## src/rtl/spi_seq_pkg.sv

```systemverilog
// spi_seq_pkg: shared types and constants for the SPI slave frame sequencer.
//   seq_state_e  frame state (IDLE, CMD, WR_DATA, RD_DATA)
//   CMD_RW_BIT   R/W flag position in the command byte at the default width
//   CMD_READ     value of the R/W flag that selects a read frame
//   ADDR_INC     1 when `SPI_SEQ_ADDR_INC_EN is defined (burst addressing),
//                0 otherwise (address held for the whole frame)
package spi_seq_pkg;

  typedef enum logic [1:0] {
    IDLE    = 2'd0,
    CMD     = 2'd1,
    WR_DATA = 2'd2,
    RD_DATA = 2'd3
  } seq_state_e;

  localparam int   SEQ_DATA_W = 8;
  localparam int   CMD_RW_BIT = SEQ_DATA_W - 1;
  localparam logic CMD_READ   = 1'b1;

`ifdef SPI_SEQ_ADDR_INC_EN
  localparam logic ADDR_INC = 1'b1;
`else
  localparam logic ADDR_INC = 1'b0;
`endif

endpackage

```

## src/rtl/spi_in_sync.sv

```systemverilog
// spi_in_sync: SYNC_STAGES-deep synchronizers for the SPI pins plus
// single-clk edge strobes.
//   clk, rst_n        system clock, synchronous active-low reset
//   sclk, cs_n, mosi  raw asynchronous SPI pins
//   mosi_s            synchronized MOSI, aligned with sclk_rise
//   sclk_rise/fall    one-clk strobes on synchronized SCLK edges
//   cs_rise/fall      one-clk strobes on synchronized CS_N edges
module spi_in_sync #(
  parameter int SYNC_STAGES = 2
) (
  input  logic clk,
  input  logic rst_n,
  input  logic sclk,
  input  logic cs_n,
  input  logic mosi,
  output logic mosi_s,
  output logic sclk_rise,
  output logic sclk_fall,
  output logic cs_rise,
  output logic cs_fall
);

  localparam int NUM_LANES = 3;

  logic [NUM_LANES-1:0] pin;
  logic [NUM_LANES-1:0] lvl;
  logic [1:0]           prev;

  assign pin = {mosi, cs_n, sclk};

  // All lanes reset to 0, including CS_N: if reset is released while CS_N
  // is already low no cs_fall appears, so a half-seen frame is ignored.
  for (genvar l = 0; l < NUM_LANES; l++) begin : g_lane
    logic [SYNC_STAGES-1:0] ff;
    always_ff @(posedge clk) begin
      if (!rst_n) ff <= '0;
      else        ff <= {ff[SYNC_STAGES-2:0], pin[l]};
    end
    assign lvl[l] = ff[SYNC_STAGES-1];
  end

  always_ff @(posedge clk) begin
    if (!rst_n) prev <= '0;
    else        prev <= lvl[1:0];
  end

  assign mosi_s    = lvl[2];
  assign sclk_rise =  lvl[0] & ~prev[0];
  assign sclk_fall = ~lvl[0] &  prev[0];
  assign cs_rise   =  lvl[1] & ~prev[1];
  assign cs_fall   = ~lvl[1] &  prev[1];

endmodule

```

## src/rtl/spi_slave_seq.sv

```systemverilog
// spi_slave_seq: SPI mode-0 slave frame sequencer. The first byte of a frame
// is a command (R/W flag + address); each following byte becomes one write
// strobe or one read fetch toward the register file.
//   clk, rst_n          system clock, synchronous active-low reset
//   spi_sclk/cs_n/mosi  SPI pins (asynchronous), spi_miso slave data out
//   reg_addr/wdata      register address / write data, valid with strobes
//   reg_wr, reg_rd      one-clk write / read strobes
//   reg_rdata           read data, valid 1 clk after reg_rd
//   busy                frame active; frame_err one-clk truncated-byte pulse
// Build option: `SPI_SEQ_ADDR_INC_EN selects address auto-increment per data
// byte; when undefined the command address is held for the whole frame.
module spi_slave_seq
  import spi_seq_pkg::*;
#(
  parameter int DATA_W      = 8,
  parameter int ADDR_W      = 7,
  parameter int SYNC_STAGES = 2
) (
  input  logic              clk,
  input  logic              rst_n,
  input  logic              spi_sclk,
  input  logic              spi_cs_n,
  input  logic              spi_mosi,
  output logic              spi_miso,
  output logic [ADDR_W-1:0] reg_addr,
  output logic [DATA_W-1:0] reg_wdata,
  output logic              reg_wr,
  output logic              reg_rd,
  input  logic [DATA_W-1:0] reg_rdata,
  output logic              busy,
  output logic              frame_err
);

  localparam int CW = $clog2(DATA_W);

  logic mosi_s, sclk_rise, sclk_fall, cs_rise, cs_fall;

  spi_in_sync #(.SYNC_STAGES(SYNC_STAGES)) u_sync (
    .clk       (clk),
    .rst_n     (rst_n),
    .sclk      (spi_sclk),
    .cs_n      (spi_cs_n),
    .mosi      (spi_mosi),
    .mosi_s    (mosi_s),
    .sclk_rise (sclk_rise),
    .sclk_fall (sclk_fall),
    .cs_rise   (cs_rise),
    .cs_fall   (cs_fall)
  );

  seq_state_e        state, state_nxt;
  logic [CW-1:0]     bitcnt;
  logic              byte_done;
  logic [DATA_W-1:0] rx, tx;
  logic              rdata_vld, inc_pend;
  logic              wr_nxt, rd_nxt, err_nxt, ld_addr, step_addr;
  logic              active;

  assign active = (state != IDLE);
  assign busy   = active;

  // Bit counter and RX shifter; SPI activity outside a frame is ignored.
  always_ff @(posedge clk) begin
    if (!rst_n) begin
      bitcnt    <= '0;
      byte_done <= 1'b0;
      rx        <= '0;
    end else begin
      byte_done <= 1'b0;
      if (cs_fall) begin
        bitcnt <= '0;
      end else if (sclk_rise && active) begin
        rx <= {rx[DATA_W-2:0], mosi_s};
        if (bitcnt == CW'(DATA_W-1)) begin
          bitcnt    <= '0;
          byte_done <= 1'b1;
        end else begin
          bitcnt <= bitcnt + 1'b1;
        end
      end
    end
  end

  // FSM: state register
  always_ff @(posedge clk) begin
    if (!rst_n) state <= IDLE;
    else        state <= state_nxt;
  end

  // FSM: next state. cs_rise is applied last so a byte completing in the
  // same clk is still decoded by the output process before going idle.
  always_comb begin
    state_nxt = state;
    if (cs_fall) begin
      state_nxt = CMD;
    end else if (state == CMD && byte_done) begin
      state_nxt = (rx[DATA_W-1] == CMD_READ) ? RD_DATA : WR_DATA;
    end
    if (cs_rise) state_nxt = IDLE;
  end

  // FSM: strobe requests, registered below
  always_comb begin
    wr_nxt    = 1'b0;
    rd_nxt    = 1'b0;
    err_nxt   = 1'b0;
    ld_addr   = 1'b0;
    step_addr = 1'b0;
    if (byte_done) begin
      case (state)
        CMD: begin
          ld_addr = 1'b1;
          rd_nxt  = (rx[DATA_W-1] == CMD_READ);
        end
        WR_DATA: wr_nxt = 1'b1;
        RD_DATA: begin
          rd_nxt    = 1'b1;
          step_addr = ADDR_INC;
        end
        default: ;
      endcase
    end
    // bitcnt is already 0 when byte_done coincides with cs_rise
    if (cs_rise && active && bitcnt != '0) err_nxt = 1'b1;
  end

  always_ff @(posedge clk) begin
    if (!rst_n) begin
      reg_wr    <= 1'b0;
      reg_rd    <= 1'b0;
      frame_err <= 1'b0;
      reg_addr  <= '0;
      reg_wdata <= '0;
      rdata_vld <= 1'b0;
      inc_pend  <= 1'b0;
      tx        <= '0;
    end else begin
      reg_wr    <= wr_nxt;
      reg_rd    <= rd_nxt;
      frame_err <= err_nxt;
      rdata_vld <= reg_rd;
      // writes step the address one clk after the strobe so reg_addr stays
      // valid with reg_wr; read prefetch steps it together with reg_rd
      inc_pend  <= wr_nxt & ADDR_INC;
      if (wr_nxt) reg_wdata <= rx;
      if (ld_addr)                    reg_addr <= rx[ADDR_W-1:0];
      else if (step_addr || inc_pend) reg_addr <= reg_addr + 1'b1;
      // TX: load wins over shift; the fall right after a byte boundary
      // (bitcnt == 0) must not disturb the freshly loaded MSB
      if (cs_fall)
        tx <= '0;
      else if (rdata_vld && state == RD_DATA)
        tx <= reg_rdata;
      else if (sclk_fall && state == RD_DATA && bitcnt != '0)
        tx <= {tx[DATA_W-2:0], 1'b0};
    end
  end

  assign spi_miso = (state == RD_DATA) & tx[DATA_W-1];

endmodule

```

## config.mk

```make
export PLATFORM = sky130hd
export DESIGN_NAME = spi_slave_seq
export DESIGN_NICKNAME = d
export VERILOG_FILES = /design/src/rtl/spi_seq_pkg.sv /design/src/rtl/spi_in_sync.sv /design/src/rtl/spi_slave_seq.sv
export SDC_FILE = /design/constraint.sdc
export NUM_CORES = 1
export LEC_CHECK = 0
export BUFFER_PORTS_ARGS = -buffer_cell sky130_fd_sc_hd__buf_2
export CORE_MARGIN = 10
export CORE_UTILIZATION = 25
export CTS_CLUSTER_DIAMETER = 80
export DETAILED_ROUTE_END_ITERATION = 10
export MAX_ROUTING_LAYER = met4
export SLEW_MARGIN = 20
export SYNTH_ARGS = -nofsm -noshare
export SYNTH_HDL_FRONTEND = slang
export SYNTH_SLANG_ARGS = --single-unit
```

## constraint.sdc

```tcl
create_clock -name clk -period 2.7 [get_ports clk]
set_clock_uncertainty 0.05 [all_clocks]
set_input_delay 0.54 -clock clk [delete_from_list [all_inputs] [get_ports clk]]
set_output_delay 0.54 -clock clk [all_outputs]
set_load 0.005 [all_outputs]
```

Yosys cells after proc, flatten, opt, wreduce, memory -nomap -nowiden
Index checks and enable logic that the tools add are counted.

word-level totals
  register bits after elaboration = 49
  bits in latches = 0
  memory bits (writable) = 0
  ROM bits = 0
  input port bits = 13
  output and inout port bits = 20
  word-level logic and storage cells = 64
  memories = 0

operators by class
  add/subtract/negate cells = 1
  multiply operators = 0
  divide/modulo/power cells = 0
  order comparisons = 0
  eq/ne operators = 4
  shift-type cells = 0
  muxes and demuxes = 14
  bitwise gates (word level) = 12
  reductions and logical operators = 17

operator list
  operator               number
  $mux W8                2
  $mux W1                9
  $logic_and A1 B1 Y1    7
  $mux W7                1
  $not A1 Y1             7
  $reduce_bool A2 Y1     3
  $reduce_or A3 Y1       2
  $and A1 B1 Y1          5
  $eq A2 B2 Y1 const B   2
  $reduce_and A2 Y1      2
  $reduce_or A2 Y1       2
  $add A3 B1 Y3 const B  1
  $eq A3 B3 Y1 const B   1
  $mux W3                1
  $reduce_bool A3 Y1     1
  $eq A2 B1 Y1 const B   1
  $pmux W1 S2            1

Longest topological paths before layout
Gate-level depths: netlist of the first run.

  depth in word-level cells = 6
  depth in mapped cells = 6
  depth with buffers taken out = 5

Modules after synthesis
From an unflattened synthesis of the first run, not the netlist that was laid out.

unflattened totals
  cells, all modules = 211
  area total of the unflattened synthesis = 1954.4 um^2

by module, submodules not included
  module         times used  cells each  area an instance (um^2)  sequential area each (um^2)
  spi_slave_seq  1           191         1719.1                   820.8
  spi_in_sync    1           20          235.2                    160.2

Worst setup path after synthesis of the first run
OpenSTA, ideal clock, no wires.

  kind = reg-to-reg
  start = register bitcnt[0]
  end = register bitcnt[0]
  setup time = 70 ps
  data arrival time = 1270 ps
  required time = 2580 ps
  setup slack = 1310 ps
  stages on the path, launching flop included = 5
  path buffers = 0
  clock period less this slack = 1390 ps
  cell sequence = dfxtp_1 -> ha_1 -> ha_1 -> or4_1 -> a21oi_1

on the way
  longest elaborated chain between the ends = 2
  elaborated cells on any way between the ends = 3
  those cells by class = 1 x add/sub; 1 x eq/ne; 1 x mux

RTL lines
  element                                        line                                      source
  start, declared                                spi_slave_seq.sv:52                       logic [CW-1:0] bitcnt;
  start signal, assigned                         spi_slave_seq.sv:78                       bitcnt <= bitcnt + 1'b1;
  $add A3 B1 Y3 or $eq A3 B3 Y1 (tied branches)  spi_slave_seq.sv:78, spi_slave_seq.sv:74
  $mux W3 *                                      spi_slave_seq.sv:74                       if (bitcnt == CW'(DATA_W-1)) begin

Mark *: on every way between the ends. The rest lies on a longest branch, timed or not.
A chain may end at the register's enable or synchronous reset.

Final worst setup path of the first run
  start = register state[0]
  end = output busy

on the way
  longest elaborated chain between the ends = 1

RTL lines
  element                 line                 source
  start, declared         spi_slave_seq.sv:51  seq_state_e state, state_nxt;
  start signal, assigned  spi_slave_seq.sv:87  else state <= state_nxt;
  $reduce_bool A2 Y1      spi_slave_seq.sv:59  assign active = (state != IDLE);
  end, declared           spi_slave_seq.sv:30  output logic busy,

No other way between the ends.

==> impl_metrics.csv, run 1 <==
group,metric,value,unit
timing,tns,0,ns
clock_network,cts.sinks,49,
clock_network,h-tree-depth,2,
global_routing,grt_overflow,0,
synthesis,synth_top_area_cell,"dfxtp_1",
die,dieArea,0.0116,mm²
job,maxCapViolations,0,
global_routing,antenna_found_initial,0,
global_routing,grt_usage,0.0762,
synthesis,syn-instance-count,204,
critical_path,crit_arrival,1.61,ns
die,design.portCount,33,
timing,fin_hold_ws,0.388,ns
power_and_ir_drop,pwr-share-seq,0.563,
critical_path,required,2.11,ns
outcome,status,"finished clean",
critical_path,reg2reg_slack,1.08,ns
detailed_routing,drtIter0Drc,90,
power_and_ir_drop,power.internal,1.02,mW
placement,port-buffer-count,32,
detailed_routing,drt-wirelength-per-cell,13.4,µm
clock_network,insertion_delay,0.31,ns
layout,fillers,800,
critical_path,critPathMaxFanout,14,
clock_network,cts_made_buffers,5,
layout,layout_commonest_cell,"dfxtp_1",
clock_network,cts_root_buf,"clkbuf_8",
timing,tightest_slew,0.715,ns
die,core_area,0.00737,mm²
detailed_routing,routed_wl,4350,µm
global_routing,grt_pass1_vias,1411,
critical_path,critPathSlowestCell,"nor2_2",
timing,rsz0062_at_grt,"no",
synthesis,yosys_warnings,0,
synthesis,synth.distinct_cells,30,
critical_path,crit_type,"register to output pin",
clock_network,clock_path_buffers,2,
timing,drv_slew,0,
clock_network,cts_tree,"yes",
synthesis,avgSynthCellArea,9.45,µm²
die,rows,31,
die,die_w,108,µm
synthesis,synth_top_area_share,0.509,
power_and_ir_drop,power.leakage,0.959,nW
power_and_ir_drop,switching_share,0.215,
power_and_ir_drop,power.switching,0.280,mW
global_routing,grt_pass1_wl,6860,µm
critical_path,start_kind,"register",
die,die_h,108,µm
detailed_routing,route.detailed.drc,0,
critical_path,worst_setup_path_end_kind,"output pin",
clock_network,cts-hold-fix-buffers,0,
power_and_ir_drop,comb_power_share,0.032,
min_path,hold_depth,1,
timing,timing.slew.headroom,0.523,
timing,setup_violations,0,
synthesis,synthTopCellsByArea,"dfxtp_1 51%, mux2i_1 7.8%, a21oi_1 3.6%, nor2_1 3.5%, nand3_1 3.1%",
power_and_ir_drop,power_density,580,mW/mm²
critical_path,reg2regPathDepth,3,
min_path,hp-start,"u_sync.g_lane[0].ff[0]",
die,start_util,0.262,
critical_path,slowest_delay,0.50,ns
layout,syn_to_final_growth,16.2,%
timing,finalHoldViolCount,0,
critical_path,rr_startpoint,"state[1]",
detailed_routing,vias,1515,
layout,finalNetCount,241,
synthesis,synth-seq-area-share,0.509,
synthesis,syn-cell-area,0.00193,mm²
critical_path,regToRegEndpoint,"tx[1]",
power_and_ir_drop,clkPwrFrac,0.405,
synthesis,synth.net_count,220,
power_and_ir_drop,ir_drop,0.163,mV
detailed_routing,drtAntennaViolNets,0,
layout,final_cell_mix,"49 x dfxtp_1, 32 x buf_2, 18 x nor2_1, 15 x mux2i_1, 14 x a21oi_1",
min_path,worstHoldEndpoint,"u_sync.g_lane[0].ff[1]",
layout,antenna_cells,0,
timing,fin_crit,2.20,ns
critical_path,crit_chain,"nor2_2 > inv_2 > buf_2",
placement,hpwl,3030,µm
clock_network,cts_setup_buffers,0,
layout,drive_above_1_share,0.186,
global_routing,grt_max_degree,26,
min_path,hold_path_class,"register to register",
timing,min_period_over_period,0.816,
synthesis,ys_seq_elements,49,
detailed_routing,viasPerCell,4.66,
detailed_routing,drt_pre_antenna_iters,4,
placement,gp_congestion,0.758,
clock_network,clk_pin_slew_worst_paths,0.08,ns
timing,max_freq,454,MHz
clock_network,cts.repair.resized,0,
[sequential cells by signal, indices dropped and copies added, names as in the netlist]
register / cells
frame_err: 1
state: 2
reg_rd: 1
bitcnt: 3
u_sync.g_lane.ff: 6
rx: 8
reg_addr: 7
tx: 8
byte_done: 1
reg_wr: 1
u_sync.prev: 2
reg_wdata: 8
rdata_vld: 1
[cells in the mapped netlist]
master     n
a21oi_1   14
a31oi_1    7
and2_1     9
and3_1     1
and4b_1    1
buf_2      9
buf_4      2
clkbuf_1   7
dfxtp_1   49
ha_1       3
inv_1      4
inv_2      1
mux2i_1   15
nand2_1    2
nand2b_1   4
nand3_1   12
nand3b_1   2
nand4_1    9
nand4b_1   1
nor2_1    18
nor2_2     1
nor2b_1    3
nor3_1     1
o2111a_1   1
o211ai_1   8
o21ai_0    7
o21ai_1    3
o311ai_0   1
o31ai_1    8
or4_1      1
[power by group through the flow]
stage | Clock [mW] | Combinational, mW | Sequential (mW)
after floorplan | 0 | 0.0301 | 0.746
after global placement | 0 | 0.0418 | 0.748
after detailed placement | 0 | 0.0422 | 0.748
after CTS | 0.544 | 0.0423 | 0.731
after global routing | 0.573 | 0.0468 | 0.733
final | 0.526 | 0.0421 | 0.731
[logic make-up (layout without fill, tap and decap cells)]
logic type	count (synthesis)	after routing	share of synthesized area
simple gates	65	65	0.182
compound gates	49	49	0.158
buf+inv	23	45	0.0545
fa+ha+maj	3	3	0.0195
mux	15	15	0.0779
flops	49	49	0.509
[metal layers]
metal / vias up / GRT usage / wire length, µm
met1: 705 / 0.0900 / 2020
met2: 35 / 0.114 / 2030
li1: 768 / - / -
met4: 0 / 0.0372 / 70
met3: 7 / 0.0240 / 223
met5: - / - / 0
[worst max-delay path: cells and delay by family, from the launching register on]
kind / cells / cell delay [ns]
DFF: 1 / 0.40
and+or+nand+nor: 1 / 0.50
buffers and inverters: 2 / 0.42
[worst max path at each step]
stage	from	to	slack, ns	cells past startpoint
3_5_place_dp	state[0]	busy	0.86	3
4_1_cts	state[0]	busy	0.50	3
6_report	state[0]	busy	0.50	3
2_1_floorplan	bitcnt[0]	bitcnt[0]	1.31	4
5_1_grt	state[0]	busy	0.38	3
3_3_place_gp	state[0]	busy	0.89	3
[area by class of cell]
cell class	count	area, µm²	area share
flip-flops and latches	49	981	0.438
clock inverters	3	46.3	0.0207
well taps	99	124	0.0553
repair buffers	32	160	0.0715
inverters	5	18.8	0.00838
multi-input cells	132	842	0.376
clock buffers	5	68.8	0.0307
[metrics by stage]
stage	cell area (µm²)	power (mW)	cells	setup slack (ns)	util
after global placement	2130	0.790	317	0.890	0.288
after CTS	2240	1.32	325	0.504	0.304
after detailed placement	2130	0.790	317	0.864	0.288
after floorplan	1930	0.777	204	1.31	-
final	2240	1.30	325	0.497	0.304
after global routing	2240	1.35	325	0.383	0.304
(Power assumes the default switching activity.)
==> run 2: changes to the inputs <==
clock period = 1.9 ns   (was 2.7 ns; I/O delays follow)
==> impl_metrics.csv, run 2 (synthesis gave the netlist of run 1 again) <==
group,metric,value,unit
power_and_ir_drop,clkPwrFrac,0.352,
detailed_routing,drt_pre_antenna_iters,4,
timing,finalHoldViolCount,0,
die,die_h,108,µm
placement,dp.cells,322,
clock_network,cts.sinks,49,
die,die_w,108,µm
clock_network,cts_setup_buffers,0,
die,dieArea,0.0116,mm²
global_routing,grt_usage,0.0786,
timing,worst_slack,0.192,ns
critical_path,worst_setup_path_end_kind,"output pin",
die,design.portCount,33,
clock_network,h-tree-depth,2,
detailed_routing,drtAntennaViolNets,0,
layout,syn_to_final_growth,17.0,%
detailed_routing,vias,1549,
timing,drv_slew,0,
timing,tns,0,ns
global_routing,grt_max_degree,26,
clock_network,cts_tree,"yes",
critical_path,crit_type,"register to output pin",
detailed_routing,routed_wl,4440,µm
placement,port-buffer-count,32,
placement,gp_congestion,0.762,
outcome,status,"finished clean",
layout,largest_registers,"reg_wdata: 8 flops, rx: 8 flops, tx: 8 flops",
power_and_ir_drop,power_density,755,mW/mm²
timing,setup_violations,0,
clock_network,cts_made_buffers,5,
detailed_routing,viasPerCell,4.69,
timing,min_period_over_period,0.899,
critical_path,start_kind,"register",
power_and_ir_drop,power.internal,1.32,mW
timing,tightest_slew,0.744,ns
layout,drive_above_1_share,0.199,
timing,timing.slew.headroom,0.504,
timing,fin_hold_ws,0.226,ns
placement,hpwl,2990,µm
global_routing,antenna_found_initial,0,
layout,final_cells,330,
layout,final_cell_mix,"49 x dfxtp_1, 32 x buf_2, 18 x nor2_1, 15 x mux2i_1, 14 x a21oi_1",
power_and_ir_drop,pwr-share-seq,0.610,
clock_network,insertion_delay,0.30,ns
timing,max_freq,585,MHz
layout,antenna_cells,0,
global_routing,grt_overflow,0,
critical_path,required,1.47,ns
critical_path,critPathMaxFanout,14,
power_and_ir_drop,power.leakage,0.968,nW
detailed_routing,drtIter0Drc,95,
global_routing,grt_pass1_wl,7310,µm
clock_network,cts_root_buf,"clkbuf_8",
placement,post-place-ws,0.342,ns
layout,layout_commonest_cell,"dfxtp_1",
min_path,hold_path_class,"primary input to register",
die,rows,31,
job,maxCapViolations,0,
power_and_ir_drop,comb_power_share,0.038,
global_routing,grt_pass1_vias,1498,
power_and_ir_drop,switching_share,0.227,
critical_path,crit_arrival,1.28,ns
power_and_ir_drop,power.switching,0.386,mW
clock_network,clock_path_buffers,2,
die,core_area,0.00737,mm²
detailed_routing,route.detailed.drc,0,
layout,finalNetCount,246,
detailed_routing,drt-wirelength-per-cell,13.5,µm
clock_network,cts-hold-fix-buffers,0,
power_and_ir_drop,ir_drop,0.237,mV
timing,fin_crit,1.71,ns
clock_network,clk_pin_slew_worst_paths,0.09,ns
power_and_ir_drop,power.total,1.70,mW
die,start_util,0.262,
timing,rsz0062_at_grt,"no",
==> run 2: metrics by stage <==
step,instance area (µm²),utilization
global route,2260,0.306
detailed placement,2160,0.294
floorplan,1930,-
global placement,2160,0.294
finish,2260,0.306
CTS,2260,0.306
==> run 2: timing repair <==
item | CTS | global route
setup endpoints to repair | 1 | 0
hold endpoints to repair | 0 | 0
resized for setup | 1 | 0
==> run 2: critical path, stage by stage, from the launching register on <==
cell and delay (ns):
dfxtp_1 0.43, nor2_4 0.34, inv_2 0.07, buf_2 0.14
==> run 2: layer usage <==
layer / routed length [µm] / vias up / GRT usage / part of all wire
met5: 0 / - / - / 0
met4: 74 / 0 / 0.0296 / 0.017
met3: 280 / 7 / 0.0311 / 0.063
met2: 1970 / 33 / 0.121 / 0.44
met1: 2120 / 729 / 0.0899 / 0.48
li1: - / 780 / - / -
==> run 2: power groups by stage <==
stage	Sequential, mW	Combinational (mW)	Clock (mW)
floorplan	1.06	0.0427	0
global placement	1.06	0.0637	0
detailed placement	1.06	0.0643	0
CTS	1.04	0.0651	0.618
global route	1.04	0.0722	0.652
finish	1.04	0.0649	0.599
==> run 2: path summary, 6_finish.rpt <==
check                         start                endpoint  slack (ns)  depth (start not counted)
max                        state[0]                    busy        0.19                          3
min                        spi_mosi  u_sync.g_lane[2].ff[0]        0.23                          2
max reg2reg                state[0]             reg_addr[1]        0.38                          3
min reg2reg  u_sync.g_lane[1].ff[0]  u_sync.g_lane[1].ff[1]        0.39                          1
==> run 2: layout make-up <==
| class | count | area [µm²] |
|---|---|---|
| clock buffers | 6 | 72.6 |
| clock inverters | 2 | 15.0 |
| fillers | 800 | 5110 |
| inverters | 5 | 18.8 |
| multi-input cells | 132 | 847 |
| flip-flops and latches | 49 | 981 |
| well taps | 99 | 124 |
| repair buffers | 37 | 198 |
